--- config.mk ---
export PLATFORM = sky130hd
export DESIGN_NAME = commit_ctrl
export DESIGN_NICKNAME = d
export VERILOG_FILES = /design/src/rtl/commit_ctrl.sv
export SDC_FILE = /design/constraint.sdc
export NUM_CORES = 1
export LEC_CHECK = 0
export CAP_MARGIN = 0
export CORE_MARGIN = 2
export CORE_UTILIZATION = 48
export CTS_BUF_LIST = sky130_fd_sc_hd__clkbuf_8 sky130_fd_sc_hd__clkbuf_16
export CTS_CLUSTER_SIZE = 24
export DETAILED_ROUTE_END_ITERATION = 10
export PLACE_DENSITY = 0.8
export SYNTH_ARGS = -nofsm -noshare
export SYNTH_HDL_FRONTEND = slang
export SYNTH_SLANG_ARGS = --single-unit
--- constraint.sdc ---
create_clock -name clk -period 2.4 [get_ports clk]
set_input_delay 0.48 -clock clk [delete_from_list [all_inputs] [get_ports clk]]
set_output_delay 0.48 -clock clk [all_outputs]
set_load 0.005 [all_outputs]
--- src/rtl/commit_ctrl.sv ---
// Commit-side retirement and trap controller: retires ROB commits into the
// architectural map, sequences exception/mret drain and the front-end redirect.
package commit_ctrl_pkg;
   typedef struct packed {
      logic [4:0] addr;
   } RegFile_t;

   typedef logic [3:0] ExpCode_t;

   typedef enum logic [1:0] {
      RUN      = 2'd0,
      DRAIN    = 2'd1,
      REDIRECT = 2'd2
   } state_e;
endpackage

module commit_ctrl
   import commit_ctrl_pkg::*;
#(
   parameter int unsigned     ADDR         = 32,
   parameter int unsigned     ROB_DEPTH    = 16,
   parameter logic [ADDR-1:0] TRAP_VEC     = 'h100,
   parameter int unsigned     DRAIN_CYCLES = 2,
   localparam int unsigned    ROB          = $clog2(ROB_DEPTH)
) (
   input  logic            clk,
   input  logic            reset,
   input  logic            com_e_,
   input  logic [ADDR-1:0] com_pc,
   input  RegFile_t        com_rd,
   input  logic [ROB-1:0]  com_rob_id,
   input  logic            com_exp_,
   input  ExpCode_t        com_exp_code,
   input  logic            com_mret_,
   output logic            arch_we_,
   output RegFile_t        arch_rd,
   output logic [ROB-1:0]  arch_rob_id,
   output logic            com_stall_,
   output logic            trap_e_,
   output logic [ADDR-1:0] trap_pc,
   output logic [ADDR-1:0] mepc,
   output ExpCode_t        mcause,
   output logic [63:0]     instret
);

   localparam logic [3:0] DrainLoad = 4'(DRAIN_CYCLES - 1);

   state_e          state_q, state_d;
   logic [3:0]      cnt_q, cnt_d;
   logic [ADDR-1:0] target_q, target_d;
   logic            arch_we_q, arch_we_d;
   RegFile_t        arch_rd_q, arch_rd_d;
   logic [ROB-1:0]  arch_rob_id_q, arch_rob_id_d;
   logic            stall_q, stall_d;
   logic            trap_e_q, trap_e_d;
   logic [ADDR-1:0] trap_pc_q, trap_pc_d;
   logic [ADDR-1:0] mepc_q, mepc_d;
   ExpCode_t        mcause_q, mcause_d;
   logic [63:0]     instret_q, instret_d;

   logic accept;
   logic take_trap;

   assign accept    = !com_e_ && (state_q == RUN);
   assign take_trap = accept && (!com_exp_ || !com_mret_);

   // State register plus every registered output; reset is synchronous.
   always_ff @(posedge clk) begin
      // NOTE: sequential state uses non-blocking assignments so all registers
      // sample the same pre-edge values regardless of statement order.
      if (reset) begin
         state_q       <= RUN;
         cnt_q         <= '0;
         target_q      <= '0;
         arch_we_q     <= 1'b1;
         arch_rd_q     <= '0;
         arch_rob_id_q <= '0;
         stall_q       <= 1'b1;
         trap_e_q      <= 1'b1;
         trap_pc_q     <= '0;
         mepc_q        <= '0;
         mcause_q      <= '0;
         instret_q     <= '0;
      end else begin
         state_q       <= state_d;
         cnt_q         <= cnt_d;
         target_q      <= target_d;
         arch_we_q     <= arch_we_d;
         arch_rd_q     <= arch_rd_d;
         arch_rob_id_q <= arch_rob_id_d;
         stall_q       <= stall_d;
         trap_e_q      <= trap_e_d;
         trap_pc_q     <= trap_pc_d;
         mepc_q        <= mepc_d;
         mcause_q      <= mcause_d;
         instret_q     <= instret_d;
      end
   end

   always_comb begin
      // NOTE: defaults first so every path assigns every signal; no latches.
      state_d = state_q;
      cnt_d   = cnt_q;
      unique case (state_q)
         RUN: begin
            if (take_trap) begin
               state_d = DRAIN;
               cnt_d   = DrainLoad;
            end
         end
         DRAIN: begin
            if (cnt_q == 4'd0) state_d = REDIRECT;
            else               cnt_d   = cnt_q - 4'd1;
         end
         REDIRECT: state_d = RUN;
         default:  state_d = RUN;
      endcase
   end

   always_comb begin
      arch_we_d     = 1'b1;
      arch_rd_d     = arch_rd_q;
      arch_rob_id_d = arch_rob_id_q;
      mepc_d        = mepc_q;
      mcause_d      = mcause_q;
      target_d      = target_q;
      instret_d     = instret_q;

      if (accept) begin
         if (!com_exp_) begin
            // Exception wins over mret and does not count as retired.
            mepc_d   = com_pc;
            mcause_d = com_exp_code;
            target_d = TRAP_VEC;
         end else if (!com_mret_) begin
            target_d  = mepc_q;
            instret_d = instret_q + 64'd1;
         end else begin
            instret_d = instret_q + 64'd1;
            if (com_rd.addr != 5'd0) begin
               arch_we_d     = 1'b0;
               arch_rd_d     = com_rd;
               arch_rob_id_d = com_rob_id;
            end
         end
      end

      // Stall and redirect are registered from the next state so they line up
      // with the cycles the FSM actually occupies.
      stall_d   = (state_d == RUN);
      trap_e_d  = (state_d != REDIRECT);
      trap_pc_d = (state_d == REDIRECT) ? target_q : '0;
   end

   assign arch_we_    = arch_we_q;
   assign arch_rd     = arch_rd_q;
   assign arch_rob_id = arch_rob_id_q;
   assign com_stall_  = stall_q;
   assign trap_e_     = trap_e_q;
   assign trap_pc     = trap_pc_q;
   assign mepc        = mepc_q;
   assign mcause      = mcause_q;
   assign instret     = instret_q;

endmodule

==> impl_metrics.toml <==
[run_status]
status = "finished, final reports clean"

[floorplan]
rows = 43
die_w_um = 124
die_h_um = 124
start_util = 0.495
io_pins = 194
core-area_mm2 = 0.0140
die_area_mm2 = 0.0154

[clocking]
clkSlewWorstSetupHoldPaths_ns = 0.07
cts.path.max_buffers = 2
cts_inserted_buffers = 17
clock-root-buffer = "clkbuf_16"
post_cts_buffers = 0
clock_sinks = 182
h-tree-depth = 4
clk_latency_ns = 0.43
cts_tree = "built"

[synthesis]
netlist_top_cells_area = "dfxtp_1 53%, a21oi_1 6.4%, nand2_1 6.3%"
synth_top_area_frac = 0.526
ys_warn_count = 0
netlist_instances = 769
synth_commonest_cells = "182 x dfxtp_1, 117 x nand2_1, 89 x a21oi_1"
synth.distinct_cells = 42
ys_seq_area_frac = 0.526
synth_largest_area_cell = "dfxtp_1"
yosysMostFrequentCell = "dfxtp_1"
syn-cell-area_mm2 = 0.00692
synth_edf_count = 0
synthFlopType = "dfxtp_1"
avgSynthCellArea_um2 = 9.00
synth_nets = 822
ys_async_sr_fraction = 0
ys_seq_elements = 182

[detailed_routing]
routed_wl_mm = 18.1
drtIter0Drc = 453
drt_first_pass_iters = 5
drcViolationCount = 0
postRouteAntennaNets = 0
vias_per_cell = 5.38
avgRoutedWirePerCell_um = 15.5
vias = 6298

[job]
max-cap-violations = 0

[setup_path]
cp-start-kind = "input port"
end_kind = "register"
crit_arrival_ns = 2.64
path_class = "in2reg"
crit_path_max_fanout = 15
cp_data_required_time_ns = 2.76

[final_layout]
drive_above_1_share = 0.0908
layout.nets = 1031
finish.utilization = 0.706
multi_input_area_mm2 = 0.00308
antenna_cells = 0
final-seq-area_mm2 = 0.00364
area_growth_pct = 42.7
fillers = 1099
design_area_mm2 = 0.00988

[sta]
setup_violations = 0
max_slew_margin = 0.268
grt_setup_unrepaired = "true"
period_share = 0.948
postLayoutSetupSlackWorst_ns = 0.125
slew_viol_final = 0
fin_crit_ns = 2.28
finalHoldViolCount = 0
tightest_slew_ns = 1.09
max_freq_mhz = 440
fin_worst_skew_ns = 0.0108

[global_route]
grt_pass1_vias = 5680
grt.overflow.total = 0
antenna_found_initial = 0
grtUsageTotal = 0.232
grt_max_degree = 100
grt_pass1_wl_mm = 28.2

[placement]
place_congestion = 0.811
hpwl_mm = 12.2
pre_cts_ws_ns = -0.295
io_buffer_count = 193
place_area_mm2 = 0.00927

[min_path]
min_path_type = "in2reg"

[pwr]
ir_worst_vdd_mv = 0.621
p_leak_nw = 3.49
power.density_cell_area_mw_per_mm2 = 652
cell type report:
class                      instances  area share
clock buffer                      18      0.0445
clock inverter                    14      0.0166
inverter                           8     0.00304
multi-input combinational        534       0.312
sequential                       182       0.369
tap                              180      0.0228
timing repair buffer             235       0.232
cells by family (layout without fill, tap and decap cells):
family,Yosys count,count (layout),share of synthesized area
simple gates,349,349,0.267
flops,182,182,0.526
compound gates,142,142,0.118
buf+inv,53,275,0.0307
xor+xnor,31,31,0.0392
mux,9,9,0.0130
fa+ha+maj,3,3,0.00542
critical path, stage by stage:
cell	delay [ns]
clkdlybuf4s50_1	0.41
or3_1	0.37
nor4_4	0.34
nand3_2	0.30
buf_4	0.25
or3_1	0.35
a21oi_1	0.14
per-layer routing:
layer	GRT usage	part of all wire	vias up
met5	0	0	-
li1	-	-	3117
met4	0.103	0.019	0
met1	0.292	0.43	2963
met2	0.381	0.49	189
met3	0.0490	0.065	29
stage by stage:
stage | std cells | setup TNS, ns | power [mW] | hold slack [ns]
after floorplan | 769 | 0 | 3.41 | 0.427
after CTS | 1171 | 0 | 6.48 | 0.300
after global placement | 1139 | -7.26 | 3.68 | 0.433
final | 1171 | 0 | 6.44 | 0.303
after detailed placement | 1139 | -8.17 | 3.68 | 0.436
after global routing | 1171 | -0.0469 | 6.66 | 0.308
layout by cell type (no fill, tap or decap), types with 11 or more instances in the layout:
cell / netlist / routed
xnor2_1: 11 / 11
or4_1: 18 / 18
dfxtp_1: 182 / 182
o21ai_0: 19 / 19
nand3_1: 38 / 38
or3_1: 22 / 22
nor2_1: 51 / 50
a21oi_1: 89 / 89
xor2_1: 20 / 20
a22o_1: 15 / 15
buf_4: 1 / 39
clkbuf_16: 0 / 17
and2_1: 34 / 34
nand4_1: 23 / 23
nand2_1: 117 / 116
clkdlybuf4s50_1: 0 / 192
o31ai_1: 15 / 15
what timing repair did:
item / in CTS / in global routing
setup endpoints to repair: 0 / 9
hold buffers: 0 / 0
hold endpoints to repair: 0 / 0
gates resized for setup: 0 / 1
path summary, 6_finish.rpt:
path | startpoint | endpoint | slack (ns) | cells after the start
worst max-delay path | com_e_ | instret[34] | 0.12 | 7
worst min-delay path | reset | state_q[1] | 0.30 | 2
worst max register to register | instret[0] | instret[34] | 0.15 | 7
worst min register to register | target_q[18] | target_q[18] | 0.44 | 2
power breakdown:
part	total, mW	internal (mW)	switching, mW
Clock	2.83	1.59	1.24
Combinational	0.482	0.249	0.234
Sequential	3.13	3.09	0.0459
Total	6.44	4.93	1.52
state kept, by name, indices dropped and copies added (netlist names):
name and cells:
arch_rob_id 4, trap_pc 32, state_q 2, mcause 4
target_q 32, com_stall_ 1, mepc 32, arch_rd 5
instret 64, cnt_q 4, arch_we_ 1, trap_e_ 1
Power figures use the tool's default switching activity.
